## src/rtl/apb_irq_ctrl_pkg.sv

```systemverilog
// Shared register indices, vector type and helpers for the APB interrupt collector.
package apb_irq_ctrl_pkg;

   typedef logic [31:0] irq_vec_t;

   localparam logic [2:0] REG_IER = 3'd0;
   localparam logic [2:0] REG_IPR = 3'd1;
   localparam logic [2:0] REG_ICP = 3'd2;
   localparam logic [2:0] REG_ISP = 3'd3;
   localparam logic [2:0] REG_ISR = 3'd4;

   // Bits at or above the number of implemented sources are forced to zero.
   function automatic irq_vec_t valid_mask(input int n);
      irq_vec_t m;
      if (n >= 32) m = '1;
      else         m = (irq_vec_t'(1) << n) - irq_vec_t'(1);
      return m;
   endfunction

endpackage

```

## src/rtl/apb_irq_ctrl_prio_enc.sv

```systemverilog
// Fixed-priority encoder: reports the lowest set index of i_req and whether any bit is set.
module irq_prio_enc #(
   parameter int WIDTH = 32,
   parameter int ID_W  = 5
) (
   input  logic [WIDTH-1:0] i_req,
   output logic             o_valid,
   output logic [ID_W-1:0]  o_id
);

   always_comb begin
      o_valid = |i_req;
      o_id    = '0;
      // Scan downwards so the lowest set index is the last one written.
      for (int k = WIDTH - 1; k >= 0; k--) begin
         if (i_req[k]) o_id = ID_W'(k);
      end
   end

endmodule

```

## src/rtl/apb_irq_ctrl.sv

```systemverilog
// APB interrupt collector: per-line edge detect, pending latch and enable mask,
// fixed-priority request with id to the core and an ack handshake that clears one line.
module apb_irq_ctrl
   import apb_irq_ctrl_pkg::*;
#(
   parameter int APB_ADDR_WIDTH = 12,
   parameter int NUM_IRQ        = 32,
   parameter int ID_WIDTH       = 5
) (
   input  logic                      HCLK,
   input  logic                      HRESET,
   input  logic [APB_ADDR_WIDTH-1:0] PADDR,
   input  logic [31:0]               PWDATA,
   input  logic                      PWRITE,
   input  logic                      PSEL,
   input  logic                      PENABLE,
   output logic [31:0]               PRDATA,
   output logic                      PREADY,
   output logic                      PSLVERR,
   input  logic [NUM_IRQ-1:0]        irq_i,
   output logic                      irq_o,
   output logic [ID_WIDTH-1:0]       irq_id_o,
   input  logic                      irq_ack_i,
   input  logic [ID_WIDTH-1:0]       irq_ack_id_i
);

   localparam irq_vec_t VALID = valid_mask(NUM_IRQ);

   irq_vec_t            r_irq_q;
   irq_vec_t            r_ier;
   irq_vec_t            r_ipr;
   logic                r_irq;
   logic [ID_WIDTH-1:0] r_irq_id;

   irq_vec_t            w_irq;
   irq_vec_t            w_edge;
   irq_vec_t            w_set;
   irq_vec_t            w_clr;
   irq_vec_t            w_ack_vec;
   irq_vec_t            w_req;
   irq_vec_t            w_wdata;
   logic [2:0]          w_idx;
   logic                w_acc;
   logic                w_wr;
   logic                w_req_valid;
   logic [ID_WIDTH-1:0] w_req_id;
   logic                w_unused;

   always_comb begin
      w_irq                = '0;
      w_irq[NUM_IRQ-1:0]   = irq_i;
   end

   assign w_idx    = PADDR[4:2];
   assign w_acc    = PSEL & PENABLE;
   assign w_wr     = w_acc & PWRITE;
   assign w_wdata  = PWDATA & VALID;
   assign w_unused = ^PADDR;

   assign w_edge = w_irq & ~r_irq_q & VALID;

   always_comb begin
      w_ack_vec = '0;
      if (irq_ack_i && (32'(irq_ack_id_i) < 32'(NUM_IRQ)))
         w_ack_vec = irq_vec_t'(1) << irq_ack_id_i;
   end

   assign w_set = w_edge | ((w_wr && w_idx == REG_ISP) ? w_wdata : '0);
   assign w_clr = w_ack_vec | ((w_wr && w_idx == REG_ICP) ? w_wdata : '0);
   assign w_req = r_ipr & r_ier;

   irq_prio_enc #(
      .WIDTH (32),
      .ID_W  (ID_WIDTH)
   ) u_prio_enc (
      .i_req   (w_req),
      .o_valid (w_req_valid),
      .o_id    (w_req_id)
   );

   always_ff @(posedge HCLK or posedge HRESET) begin
      if (HRESET) begin
         r_irq_q  <= '0;
         r_ier    <= '0;
         r_ipr    <= '0;
         r_irq    <= 1'b0;
         r_irq_id <= '0;
      end else begin
         r_irq_q <= w_irq;
         if (w_wr && w_idx == REG_IER) r_ier <= w_wdata;
         // Set takes precedence so an edge coinciding with a clear is never lost.
         r_ipr <= (w_set | (r_ipr & ~w_clr)) & VALID;
         r_irq <= w_req_valid;
         if (w_req_valid) r_irq_id <= w_req_id;
      end
   end

   always_comb begin
      PRDATA = '0;
      if (PSEL) begin
         case (w_idx)
            REG_IER: PRDATA = r_ier;
            REG_IPR: PRDATA = r_ipr;
            REG_ISR: PRDATA = r_ipr & r_ier;
            default: PRDATA = '0;
         endcase
      end
   end

   assign PREADY   = 1'b1;
   assign PSLVERR  = w_acc & (w_idx > REG_ISR);
   assign irq_o    = r_irq;
   assign irq_id_o = r_irq_id;

endmodule

```

## config.mk

```make
export PLATFORM = sky130hd
export DESIGN_NAME = apb_irq_ctrl
export DESIGN_NICKNAME = d
export VERILOG_FILES = /design/src/rtl/apb_irq_ctrl_pkg.sv /design/src/rtl/apb_irq_ctrl_prio_enc.sv /design/src/rtl/apb_irq_ctrl.sv
export SDC_FILE = /design/constraint.sdc
export NUM_CORES = 1
export LEC_CHECK = 0
export ABC_CLOCK_PERIOD_IN_PS = 4400
export CAP_MARGIN = 20
export CORE_ASPECT_RATIO = 0.9
export CORE_MARGIN = 1
export CORE_UTILIZATION = 50
export DETAILED_ROUTE_END_ITERATION = 8
export PLACE_DENSITY = 0.82
export SETUP_SLACK_MARGIN = 0.02
export SLEW_MARGIN = 25
export SYNTH_ARGS = -nofsm -noshare
export SYNTH_HDL_FRONTEND = slang
export SYNTH_SLANG_ARGS = --single-unit
```

## constraint.sdc

```tcl
create_clock -name HCLK -period 4.4 [get_ports HCLK]
set_clock_uncertainty 0.1 [all_clocks]
set_input_delay 0.88 -clock HCLK [delete_from_list [all_inputs] [get_ports HCLK]]
set_output_delay 0.88 -clock HCLK [all_outputs]
set_load 0.02 [all_outputs]
```

==> impl_summary.txt <==
----------------------------------------------------
[Synth]
  Basic-gate share of the synthesized area counting and, or, nand and nor cells ... 0.1514
  Largest family of logic cells by synthesized area ... compound AO/OA/AOI/OAI gates
  Parity-gate share of the synthesized area counting xor and xnor cells ... 0
  Multiplexer share of the synthesized area ... 0.06943
  Share of synthesized cell area in full adder, half adder and majority cells ... 0
  Post-synthesis average cell area ... 10.46 um^2
  Number of flops mapped to enable cells by yosys ... 0
  Total of flip-flops plus latches after synthesis ... between 100 and 150
  Synth Net Count ... about 580
  Sequential share of the synthesized area ... 0.4918
  Primary FF master, synth ... sky130_fd_sc_hd__dfrtp_1
  Cell area after technology mapping ... between 5000 and 6000 um^2
  Number of warnings issued by yosys ... 0
  Async set-or-reset flop fraction in the synthesized netlist ... 1.000
  Post-synth cell types ... between 40 and 50
  Compound-gate portion of the synthesized area ... 0.2338
  Cell count after synthesis ... a little under 500

[Setup path]
  Delay of the slowest cell on the worst path ... 730 ps
  Category of the worst setup path launch point ... input port
  Data required time at the worst endpoint ... ~3400 ps
  Setup CP Type ... in -> out
  Reg2reg path depth ... 5
  CP Max Fanout ... 16
  CP Capture Type ... output pin
  Crit path cell chain ... clkdlybuf4s50_1 -> buf_4 -> nand2b_1 -> a32oi_1 -> nor2_1 -> clkdlybuf4s50_1
  Crit-path most repeated cell ... sky130_fd_sc_hd__clkdlybuf4s50_1
  Critical path arrival ... just under 3000 ps
  Critical path's slowest cell ... sky130_fd_sc_hd__clkdlybuf4s50_1

[Global route]
  Total Routing Usage GR ... 0.2890
  Pin count of the biggest net entering global routing ... 40
  Total gr overflow ... 0
  Vias in the first global route ... approximately 4.7k
  Antenna violations before repair ... 0
  Wire length of the first global-routing pass ... 23630 um

[STA]
  Maximum clock frequency ... roughly 250 MHz
  Setup_tns ... 0 ps
  RSZ-0062 raised after global routing ... no
  Number of failing setup endpoints in the final timing report ... 0
  Slew headroom ... 0.6532
  Fin. max-slew vios ... 0
  Fraction of the cycle the final worst path needs ... 0.8952
  Number of endpoints with negative hold slack in the final report ... 0
  Final worst setup slack ... about 460 ps
  Clock period minus final worst setup slack ... around 4000 ps
  Slew @ Worst Pin ... between 500 and 600 ps

[Power and ir drop]
  Leakage ... 2.618 nW
  Overall power ... between 0.002 and 0.003 W
  IR Drop Worst-Case VDD ... around 320 uV
  PwrDens ... 386.1 nW/um^2

[Die]
  Boundary pin count ... between 100 and 150
  Core area ... slightly below 10000 um^2
  Horizontal extent of the die ... between 100 and 150 um
  Die outline area ... 10790 um^2
  Site Rows ... 34
  Starting utilization of the core area ... 0.5259
  Vertical die dimension ... just under 100 um

[Clock network]
  Total number of H-tree levels ... 3
  Setup fix buffers added after clock tree synthesis ... 0
  Clock buffer count from CTS ... 9
  Number of buffers inserted for hold repair after clock tree synthesis ... 0
  Worst-skew pair later-pin latency ... between 300 and 400 ps
  CTS-repair resized insts ... 0
  Bufs on Longest Clock Path ... 2
  Clock Pin Slew Worst Setup and Hold Paths ... about 70 ps
  CTS tree ... yes
  Clk sink count ... ~100
  CTS Root Buffer Type ... sky130_fd_sc_hd__clkbuf_16

[Run]
  # Max-Cap Violations ... 0

[Detailed routing]
  Detailed router's first-iteration violation count ... between 200 and 300
  Drt drc ... 0
  Total number of vias ... about 4.7k
  DRT antenna net count ... 0
  Vias per cell ... 6.322
  Final WL ... between 10000 and 15000 um
  Average wire per cell in the routed design ... just over 20 um
  Number of search-and-repair iterations in the first detailed-routing pass ... 5

[Worst hold path]
  Cell depth of the worst min-delay path ... 1
  Worst min-delay path class ... reg -> reg

[Final layout]
  Layout overhead on the synthesized area ... 30.18%
  Util after Layout ... 0.6846
  Final std cell area, no fill ... 6756 um^2
  Final-layout fill cell count ... 767
  Most used cells in the layout excluding fill and tap cells ... sky130_fd_sc_hd__clkdlybuf4s50_1, sky130_fd_sc_hd__dfrtp_1, sky130_fd_sc_hd__nand2_1
  Most common cell after layout, fill and taps aside ... sky130_fd_sc_hd__clkdlybuf4s50_1
  Diode count ... 0
  Number of nets at the end of the flow ... 696
  Fraction of final layout cells with drive strength greater than 1 ... 0.1189

[Place]
  Total placed instance area ... between 6000 and 7000 um^2
  I/O Buffers ... about 120
  DP Worst Slack ... 560.0 ps
  Last weighted congestion value of the routability-driven placer ... 0.8788
  DP HPWL ... roughly 10000 um

[Run status]
  Result of the run ... completed

----------------------------------------------------
## final timing paths
path / from / slack [ps] / to
setup reg to reg: r_ipr[12] / 2500 / irq_id_o[1]
max in group asynchronous: HRESET / 2540 / r_irq_q[1]
min in group asynchronous: HRESET / 830 / r_irq_q[26]
hold / removal: r_irq_q[28] / 380 / r_ipr[28]
setup / recovery: PADDR[4] / 460 / PRDATA[2]
hold reg to reg: r_irq_q[28] / 380 / r_ipr[28]
## synth_stat cells (2+ instances only)
cell / count / area [um^2]
sky130_fd_sc_hd__nand2_1: 56 / 210.2
sky130_fd_sc_hd__a32oi_1: 36 / 315.3
sky130_fd_sc_hd__o31ai_1: 3 / 22.52
sky130_fd_sc_hd__a22o_1: 5 / 43.79
sky130_fd_sc_hd__or2b_1: 2 / 15.01
sky130_fd_sc_hd__and4b_1: 2 / 20.02
sky130_fd_sc_hd__o221ai_1: 32 / 280.3
sky130_fd_sc_hd__buf_6: 4 / 45.04
sky130_fd_sc_hd__dfrtp_1: 102 / 2552
sky130_fd_sc_hd__a31oi_1: 3 / 18.77
sky130_fd_sc_hd__a21oi_1: 2 / 10.01
sky130_fd_sc_hd__inv_1: 36 / 135.1
sky130_fd_sc_hd__mux2_2: 32 / 360.4
sky130_fd_sc_hd__buf_4: 4 / 30.03
sky130_fd_sc_hd__o21ai_0: 3 / 15.01
sky130_fd_sc_hd__a22oi_2: 4 / 50.05
sky130_fd_sc_hd__nand3_1: 5 / 25.02
sky130_fd_sc_hd__and3_1: 2 / 12.51
sky130_fd_sc_hd__or3b_2: 2 / 17.52
sky130_fd_sc_hd__a32o_1: 3 / 30.03
sky130_fd_sc_hd__o211ai_1: 34 / 255.2
sky130_fd_sc_hd__nand2b_1: 32 / 200.2
sky130_fd_sc_hd__a22oi_1: 9 / 67.56
sky130_fd_sc_hd__nor2_1: 38 / 142.6
sky130_fd_sc_hd__nand3b_1: 5 / 37.54
sky130_fd_sc_hd__clkbuf_1: 16 / 60.06
sky130_fd_sc_hd__and2_1: 3 / 18.77
## layout make-up
type / instances / area, um^2 / share of cell area
Multi-Input combinational cell: 333 / 2366 / 0.3502
Tap cell: 126 / 157.7 / 0.02333
Inverter: 36 / 137.6 / 0.02037
Clock buffer: 10 / 229.0 / 0.03389
Timing Repair Buffer: 127 / 1244 / 0.1841
Clock inverter: 6 / 70.07 / 0.01037
Sequential cell: 102 / 2552 / 0.3778
## critical path: cells and delay by family
kind            cells  cell delay [ps]
compound gates      1              290
buf+inv             3             1600
simple gates        2              180
## power by group
part	internal, W	total [W]	switching (W)	leakage [nW]
Sequential	0.00105	0.00117	0.000121	1.15
Clock	0.000447	0.000801	0.000354	0.141
Combinational	0.000317	0.000640	0.000323	1.32
## state kept, by name, summed over array words and instances, names as in the netlist
signal / flops
irq_id_o: 5
r_ipr: 32
irq_o: 1
r_ier: 32
r_irq_q: 32
## logic make-up (layout without fill, tap and decap cells)
kind of cell | Yosys count | after routing
compound gates | 144 | 144
mux | 32 | 32
other cells | 1 | 1
simple gates | 156 | 156
flops | 102 | 102
buf+inv | 61 | 179
## per-stage QoR
stage,hold slack (ps),instances
global route,388.3,740
global placement,356.2,724
floorplan,353.5,496
finish,376.4,740
CTS,375.7,740
detailed placement,362.3,724
## routing by layer
metal | up-vias | global-route usage | wire length [um]
met4 | 0 | 0.1128 | 456
met1 | 2277 | 0.3837 | 6122
li1 | 2105 | - | -
met5 | - | 0 | 0
met2 | 255 | 0.4591 | 7153
met3 | 41 | 0.06680 | 1224
Note: power is estimated with default switching activity, not from simulation.
